==> config.mk <==
export PLATFORM = sky130hd
export DESIGN_NAME = control_sequencer
export DESIGN_NICKNAME = d
export VERILOG_FILES = /design/src/rtl/control_pkg.sv /design/src/rtl/pc_counter.sv /design/src/rtl/control_sequencer.sv
export SDC_FILE = /design/constraint.sdc
export NUM_CORES = 1
export LEC_CHECK = 0
export BUFFER_PORTS_ARGS = -buffer_cell sky130_fd_sc_hd__buf_4
export CAP_MARGIN = 20
export CORE_UTILIZATION = 54
export DETAILED_ROUTE_END_ITERATION = 16
export GPL_ROUTABILITY_DRIVEN = 0
export PLACE_DENSITY = 0.83
export SLEW_MARGIN = 40
export SYNTH_ARGS = -nofsm -noshare
export SYNTH_HDL_FRONTEND = slang
export SYNTH_SLANG_ARGS = --single-unit
==> constraint.sdc <==
create_clock -name clkBar -period 2.4 [get_ports clkBar]
set_input_delay 0.24 -clock clkBar [delete_from_list [all_inputs] [get_ports clkBar]]
set_output_delay 0.24 -clock clkBar [all_outputs]
set_load 0.05 [all_outputs]
==> src/rtl/control_pkg.sv <==
// Shared encodings for the fetch/execute control sequencer: states, opcode fields and strobe bundles.
package control_pkg;

    typedef enum logic [1:0] {
        FETCH = 2'd0,
        EXEC  = 2'd1,
        HALT  = 2'd2
    } state_t;

    localparam logic [1:0] OP_MOV = 2'd0;
    localparam logic [1:0] OP_JMP = 2'd1;
    localparam logic [1:0] OP_JZ  = 2'd2;
    localparam logic [1:0] OP_HLT = 2'd3;

    localparam logic [1:0] SRC_A   = 2'd0;
    localparam logic [1:0] SRC_X   = 2'd1;
    localparam logic [1:0] SRC_ALU = 2'd2;
    localparam logic [1:0] SRC_MEM = 2'd3;

    localparam logic [1:0] DST_A = 2'd0;
    localparam logic [1:0] DST_B = 2'd1;
    localparam logic [1:0] DST_X = 2'd2;
    localparam logic [1:0] DST_Q = 2'd3;

    typedef struct packed {
        logic [1:0] op;
        logic [1:0] rsvd;
        logic [1:0] src;
        logic [1:0] dst;
    } ir_t;

    // Active-low bus enables; all ones means nobody drives dbus.
    typedef struct packed {
        logic a;
        logic x;
        logic alu;
        logic rom;
    } assert_bar_t;

    typedef struct packed {
        logic a;
        logic b;
        logic x;
        logic q;
    } trigger_t;

    function automatic trigger_t dst_onehot(input logic [1:0] dst);
        trigger_t t;
        t = '0;
        case (dst)
            DST_A:   t.a = 1'b1;
            DST_B:   t.b = 1'b1;
            DST_X:   t.x = 1'b1;
            default: t.q = 1'b1;
        endcase
        return t;
    endfunction

endpackage

==> src/rtl/pc_counter.sv <==
// Program counter with async reset to RESET_PC; load beats increment, arithmetic wraps modulo 2^PC_W.
// Next value visible one clock after load/inc; no backpressure.
module pc_counter #(
    parameter int              PC_W     = 8,
    parameter logic [PC_W-1:0] RESET_PC = '0
) (
    input  logic            clk,
    input  logic            rst_n,
    input  logic            load,
    input  logic            inc,
    input  logic [PC_W-1:0] load_val,
    output logic [PC_W-1:0] pc
);

    always_ff @(posedge clk or negedge rst_n) begin
        if (!rst_n) begin
            pc <= RESET_PC;
        end else if (load) begin
            pc <= load_val;
        end else if (inc) begin
            pc <= pc + PC_W'(1);
        end
    end

endmodule

==> src/rtl/control_sequencer.sv <==
// Two-cycle fetch/execute microsequencer driving one dbus source and at most one register load per cycle.
// Optional CONTROL_STEP_EN adds a step input that stalls FETCH until step is sampled high.
module control_sequencer
    import control_pkg::*;
#(
    parameter int              PC_W     = 8,
    parameter logic [PC_W-1:0] RESET_PC = '0
) (
    input  logic            clkBar,
    input  logic            resetBar,
    input  logic [7:0]      dbus,
    input  logic            alu_zero,
`ifdef CONTROL_STEP_EN
    input  logic            step,
`endif
    output logic            trigger_a,
    output logic            trigger_b,
    output logic            trigger_x,
    output logic            trigger_q,
    output logic            assert_bar_a,
    output logic            assert_bar_x,
    output logic            assert_bar_alu,
    output logic            assert_bar_rom,
    output logic [PC_W-1:0] pc,
    output logic            halted
);

    state_t      state_q;
    state_t      state_d;
    ir_t         ir_q;
    logic        zflag_q;
    logic        ir_load;
    logic        z_load;
    logic        pc_load;
    logic        pc_inc;
    logic        step_ok;
    assert_bar_t ab;
    trigger_t    trig;
    logic [1:0]  ir_unused;

    assign ir_unused = ir_q.rsvd;

`ifdef CONTROL_STEP_EN
    assign step_ok = step;
`else
    assign step_ok = 1'b1;
`endif

    pc_counter #(
        .PC_W     (PC_W),
        .RESET_PC (RESET_PC)
    ) u_pc (
        .clk      (clkBar),
        .rst_n    (resetBar),
        .load     (pc_load),
        .inc      (pc_inc),
        .load_val (PC_W'(dbus)),
        .pc       (pc)
    );

    always_ff @(posedge clkBar or negedge resetBar) begin
        if (!resetBar) begin
            state_q <= FETCH;
            ir_q    <= '0;
            zflag_q <= 1'b0;
        end else begin
            state_q <= state_d;
            if (ir_load) begin
                ir_q <= ir_t'(dbus);
            end
            if (z_load) begin
                zflag_q <= alu_zero;
            end
        end
    end

    always_comb begin
        state_d = state_q;
        ab      = '1;
        trig    = '0;
        ir_load = 1'b0;
        z_load  = 1'b0;
        pc_load = 1'b0;
        pc_inc  = 1'b0;
        case (state_q)
            FETCH: begin
                // ROM stays on the bus while stalled so dbus never floats.
                ab.rom = 1'b0;
                if (step_ok) begin
                    ir_load = 1'b1;
                    pc_inc  = 1'b1;
                    state_d = EXEC;
                end
            end
            EXEC: begin
                state_d = FETCH;
                case (ir_q.op)
                    OP_MOV: begin
                        trig = dst_onehot(ir_q.dst);
                        case (ir_q.src)
                            SRC_A:   ab.a = 1'b0;
                            SRC_X:   ab.x = 1'b0;
                            SRC_ALU: begin
                                ab.alu = 1'b0;
                                z_load = 1'b1;
                            end
                            default: begin
                                ab.rom = 1'b0;
                                pc_inc = 1'b1;
                            end
                        endcase
                    end
                    OP_JMP: begin
                        ab.rom  = 1'b0;
                        pc_load = 1'b1;
                    end
                    OP_JZ: begin
                        ab.rom  = 1'b0;
                        pc_load = zflag_q;
                        pc_inc  = !zflag_q;
                    end
                    default: state_d = HALT;
                endcase
            end
            HALT: state_d = HALT;
            default: state_d = FETCH;
        endcase
    end

    // Reset overrides the decode so nothing drives or loads while resetBar is low.
    assign trigger_a      = resetBar & trig.a;
    assign trigger_b      = resetBar & trig.b;
    assign trigger_x      = resetBar & trig.x;
    assign trigger_q      = resetBar & trig.q;
    assign assert_bar_a   = !resetBar | ab.a;
    assign assert_bar_x   = !resetBar | ab.x;
    assign assert_bar_alu = !resetBar | ab.alu;
    assign assert_bar_rom = !resetBar | ab.rom;
    assign halted         = (state_q == HALT);

endmodule

---- After elaboration in Yosys (flattened, before gate mapping) ----
Index checks and enable logic that the tools add are counted.
W data, S select, Z words.
storage, ports and cells
  input bits .............................. 11
  output and inout port bits .............. 17
  logic and storage cells ................. 61
  register bits ........................... 17
cells by class
  eq/ne operators ......................... 8
  multiplexer cells ....................... 27
  bitwise gates (word level) .............. 8
  add/subtract/negate cells ............... 1
  reductions and logical operators ........ 11
operators by type and width
  operator               number
  $mux W8                2
  $mux W1                14
  $pmux W1 S2            5
  $reduce_or A3 Y1       3
  $add A8 B1 Y8 const B  1
  $eq A2 B1 Y1 const B   4
  $eq A2 B2 Y1 const B   4
  $logic_not A2 Y1       4
  $mux W4                2
  $mux W3                2
  $pmux W2 S3            1
  $and A1 B1 Y1          4
  $or A1 B1 Y1           4
  $logic_not A1 Y1       2
  $mux W2                1
  $reduce_bool A2 Y1     1
  $reduce_or A2 Y1       1

---- Depth between registers and ports, before layout ----
  depth in word-level cells ............... 7
  gate-level depth with buffers ........... 7
  mapped depth without buffers ............ 6

---- Cells and area by module ----
A second synthesis with hierarchy kept.
second synthesis, totals
  cell total of the unflattened synthesis .. 101
  area total of the unflattened synthesis .. 967.2 µm²
modules (own cells, without submodules)
  module             seq. area each (µm²)  instances  area an instance (µm²)  cells an instance
  control_sequencer  225.2                 1          516.7                   52
  pc_counter         200.2                 1          450.4                   49

---- Worst setup path before layout ----
Ideal clock, no wire load.
  path type ............................... register -> output
  from .................................... register ir_q[6] (netlist bit)
  to ...................................... output port trigger_a
  cell stages (with the launch flop) ...... 5
  data arrival time ....................... 1960 ps
  setup slack ............................. 200 ps
  path buffers ............................ 0
  required time ........................... 2160 ps
  cells stage by stage .................... dfrtp_1 -> inv_1 -> ha_1 -> nand3_1 -> nor3_1
between the ends
  cells in the longest elaborated chain, start to end .. 4
ends and longest elaborated chain
  what                    line                      source
  from (decl)             control_sequencer.sv:30   ir_t ir_q;
  from (signal assigned)  control_sequencer.sv:69   ir_q <= ir_t'(dbus);
  $logic_not A2 Y1        control_sequencer.sv:97   case (ir_q.op)
  $mux W4                 control_sequencer.sv:97
  $mux W4                 control_sequencer.sv:85   case (state_q)
  $and A1 B1 Y1           control_sequencer.sv:131  assign trigger_a = resetBar & trig.a;
  to (decl)               control_sequencer.sv:16   output logic trigger_a,
No other way between the ends.

---- Final worst setup path ----
  from .................................... register ir_q[7] (netlist bit)
  to ...................................... output port assert_bar_a
between the ends
  cells in the longest elaborated chain, start to end .. 4
ends and longest elaborated chain
  what              line                      source
  $logic_not A2 Y1  control_sequencer.sv:97
  $mux W3           control_sequencer.sv:97
  $mux W3           control_sequencer.sv:85
  $or A1 B1 Y1      control_sequencer.sv:135  assign assert_bar_a = !resetBar | ab.a;
  to (decl)         control_sequencer.sv:20   output logic assert_bar_a,
No other way between the ends.

==> impl_metrics.csv <==
group,metric,value,unit
placement,placed_cell_area,0.00124,sq mm
grt,grt_max_degree,20,
timing,finalCriticalPeriod,2.22,ns
final_layout,diodes,0,
logic_synthesis,ys_seq_area_share,42.0,%
setup_path,critPathLaunchType,"register",
drt,drt-total-wl,2.16,mm
grt,grt_pass1_vias,782,
setup_path,crit_required,2.16,ns
final_layout,final_nets,148,
job,maxCapViolations,0,
setup_path,cp_max_fo,7,
clock_tree,cts_made_buffers,3,
setup_path,end_kind,"output pin",
timing,rsz0062_at_grt,"false",
timing,setup_tns,0,ns
logic_synthesis,synth_nets,117,
floorplanning,die_w,45.3,microns
hold_path,hold-path-cell-count,2,
timing,period_share,92.3,%
final_layout,final_area,0.00127,sq mm
logic_synthesis,ys_ff_latch,17,
clock_tree,h-tree-depth,1,
logic_synthesis,ys_warn_count,0,
power_and_ir_drop,power.leakage,0.594,nW
timing,worstMarginPinSlew,0.369,ns
floorplanning,die_area,0.00205,sq mm
timing,fmax,451,MHz
final_layout,register_area,425,sq um
drt,wl_per_cell,13.9,microns
logic_synthesis,synthDominantCellAreaShare,42.0,%
final_layout,layout_common_cells,"buf_4 (28), dfrtp_1 (17), nand2_1 (10)",
logic_synthesis,ys.flop_type,"dfrtp_1",
logic_synthesis,synth_cell_types,36,
setup_path,r2r_cells,6,
grt,antenna_found_initial,0,
timing,finalMaxSlewViolations,0,
logic_synthesis,synth_cells,101,
power_and_ir_drop,p_total,0.00199,W
logic_synthesis,synth.avg_cell_area,10.0,sq um
final_layout,nFillCells,129,
power_and_ir_drop,power_density,1570,mW/mm^2
placement,hpwl,1.68,mm
timing,fin_worst_skew,0.00435,ns
drt,vias,868,
clock_tree,root_buffer,"clkbuf_4",
status,status,"finished, final reports clean",
timing,finalHoldViolCount,0,
logic_synthesis,synth_area,0.00101,sq mm
drt,drtAntennaViolNets,0,
grt,grt_pass1_wl,3.34,mm
floorplanning,initial_core_util,58.0,%
logic_synthesis,async_flop_share,100,%
logic_synthesis,synth_area_leaders,"dfrtp_1 (42%), ha_1 (6.2%), nand2_1 (3.7%)",
final_layout,multi_input_area,543,sq um
floorplanning,core_area,0.00175,sq mm
floorplanning,rows,15,
final_layout,drive_gt1_share,31.3,%
setup_path,crit_type,"register to output pin",
setup_path,arrival,1.98,ns
grt,overflow,0,
clock_tree,path_clk_slew,0.10,ns
final_layout,area_growth,25.7,%
clock_tree,clock_latency,0.29,ns
floorplanning,die_h,45.3,microns
drt,dr.pass1.iters,5,
timing,setup_violations,0,
timing,max_slew_margin,75.4,%
final_layout,final_util,72.9,%
drt,drc,0,
drt,vias_per_cell,5.56,
hold_path,holdCritPathClass,"input pin to register",
clock_tree,cts_buffer_depth,2,
setup_path,crit_path_cell_trace,"inv_1 -> ha_1 -> nand3_1 -> or3_2 -> buf_4",
logic_synthesis,synth-edff-count,0,
clock_tree,cts_tree,"done",
floorplanning,ios,28,
placement,io_buffers,27,
logic_synthesis,synth_area_leader_cell,"dfrtp_1",
grt,track_usage,23.0,%
final_layout,final_common_cell,"buf_4",
power_and_ir_drop,ir_worst_vdd,0.758,mV
setup_path,slowest_delay,0.47,ns
setup_path,slowest_stage,"or3_2",
drt,drtIter0Drc,20,
clock_tree,clock_sinks,17,
-- synth_stat cells, types with 3 or more instances --
library cell and n:
a31oi_1 3, dfrtp_1 17, ha_1 5, inv_1 7, mux2_2 3, nand2_1 10, nand3_1 3, nor2_1 5
nor3_1 4, o21ai_0 6, xnor2_1 4
-- layout make-up --
class                   count  share of cell area, %
clock buffers               4                   2.06
inverters                   7                   2.06
multi-input cells          74                   42.7
flip-flops and latches     17                   33.4
well taps                  25                   2.46
repair buffers             29                   17.3
-- worst paths after layout --
| kind | startpoint | end | slack (ns) |
|---|---|---|---|
| worst max-delay path | ir_q[7] | assert_bar_a | 0.18 |
| worst min-delay path | dbus[5] | u_pc.pc[5] | 0.15 |
| worst max register to register | ir_q[7] | u_pc.pc[5] | 0.61 |
| worst min register to register | zflag_q | zflag_q | 0.56 |
| max in group asynchronous | resetBar | ir_q[2] | 1.86 |
| min in group asynchronous | resetBar | u_pc.pc[3] | 0.35 |
-- layer usage --
layer | up-vias | share of wire (%) | global-route usage (%)
li1 | 424 | - | -
met1 | 417 | 46 | 28.9
met2 | 25 | 50 | 40.3
met3 | 2 | 3.1 | 2.40
met4 | 0 | 0.56 | 9.09
met5 | - | 0 | 0
-- flip-flops by register name, summed over array words and instances, names as in the netlist --
name	cells
u_pc.pc	8
ir_q	6
state_q	2
zflag_q	1
-- worst max-delay path: cells and delay by family (launching register included) --
family / cells / cell delay [ns]
buffers and inverters: 2 / 0.31
AND/OR/NAND/NOR: 2 / 0.70
flip-flops: 1 / 0.41
adder cells (fa/ha/maj): 1 / 0.26
-- repair_timing --
item                      in CTS  in global routing
gates resized for setup        0                  0
hold endpoints to repair      17                  0
setup buffers                  0                  0
hold buffers                   1                  0
-- stage by stage --
step | setup slack (ns) | hold slack, ns | instances
6_report | 0.185 | 0.154 | 156
5_1_grt | 0.0827 | 0.148 | 156
4_1_cts | 0.177 | 0.154 | 156
3_5_place_dp | 0.503 | 0.122 | 151
3_3_place_gp | 0.599 | 0.119 | 151
2_1_floorplan | 0.200 | -0.0556 | 101
-- where the power goes --
part | switching [W] | internal (W)
Sequential | 0.000183 | 0.000436
Combinational | 0.000752 | 0.000467
Clock | 0.0000909 | 0.0000646
Total | 0.00103 | 0.000967
-- logic make-up (layout without fill, tap and decap cells) --
logic type,after synthesis,in the layout,synth area share [%]
and+or+nand+nor,39,39,23.1
AOI/OAI and AO/OA,22,22,16.6
DFF,17,17,42.0
buffers and inverters,10,40,4.33
adders and majority gates,5,5,6.18
xor gates and xnor gates,4,4,3.46
muxes,4,4,4.33
Note: power is estimated with default switching activity, not from simulation.
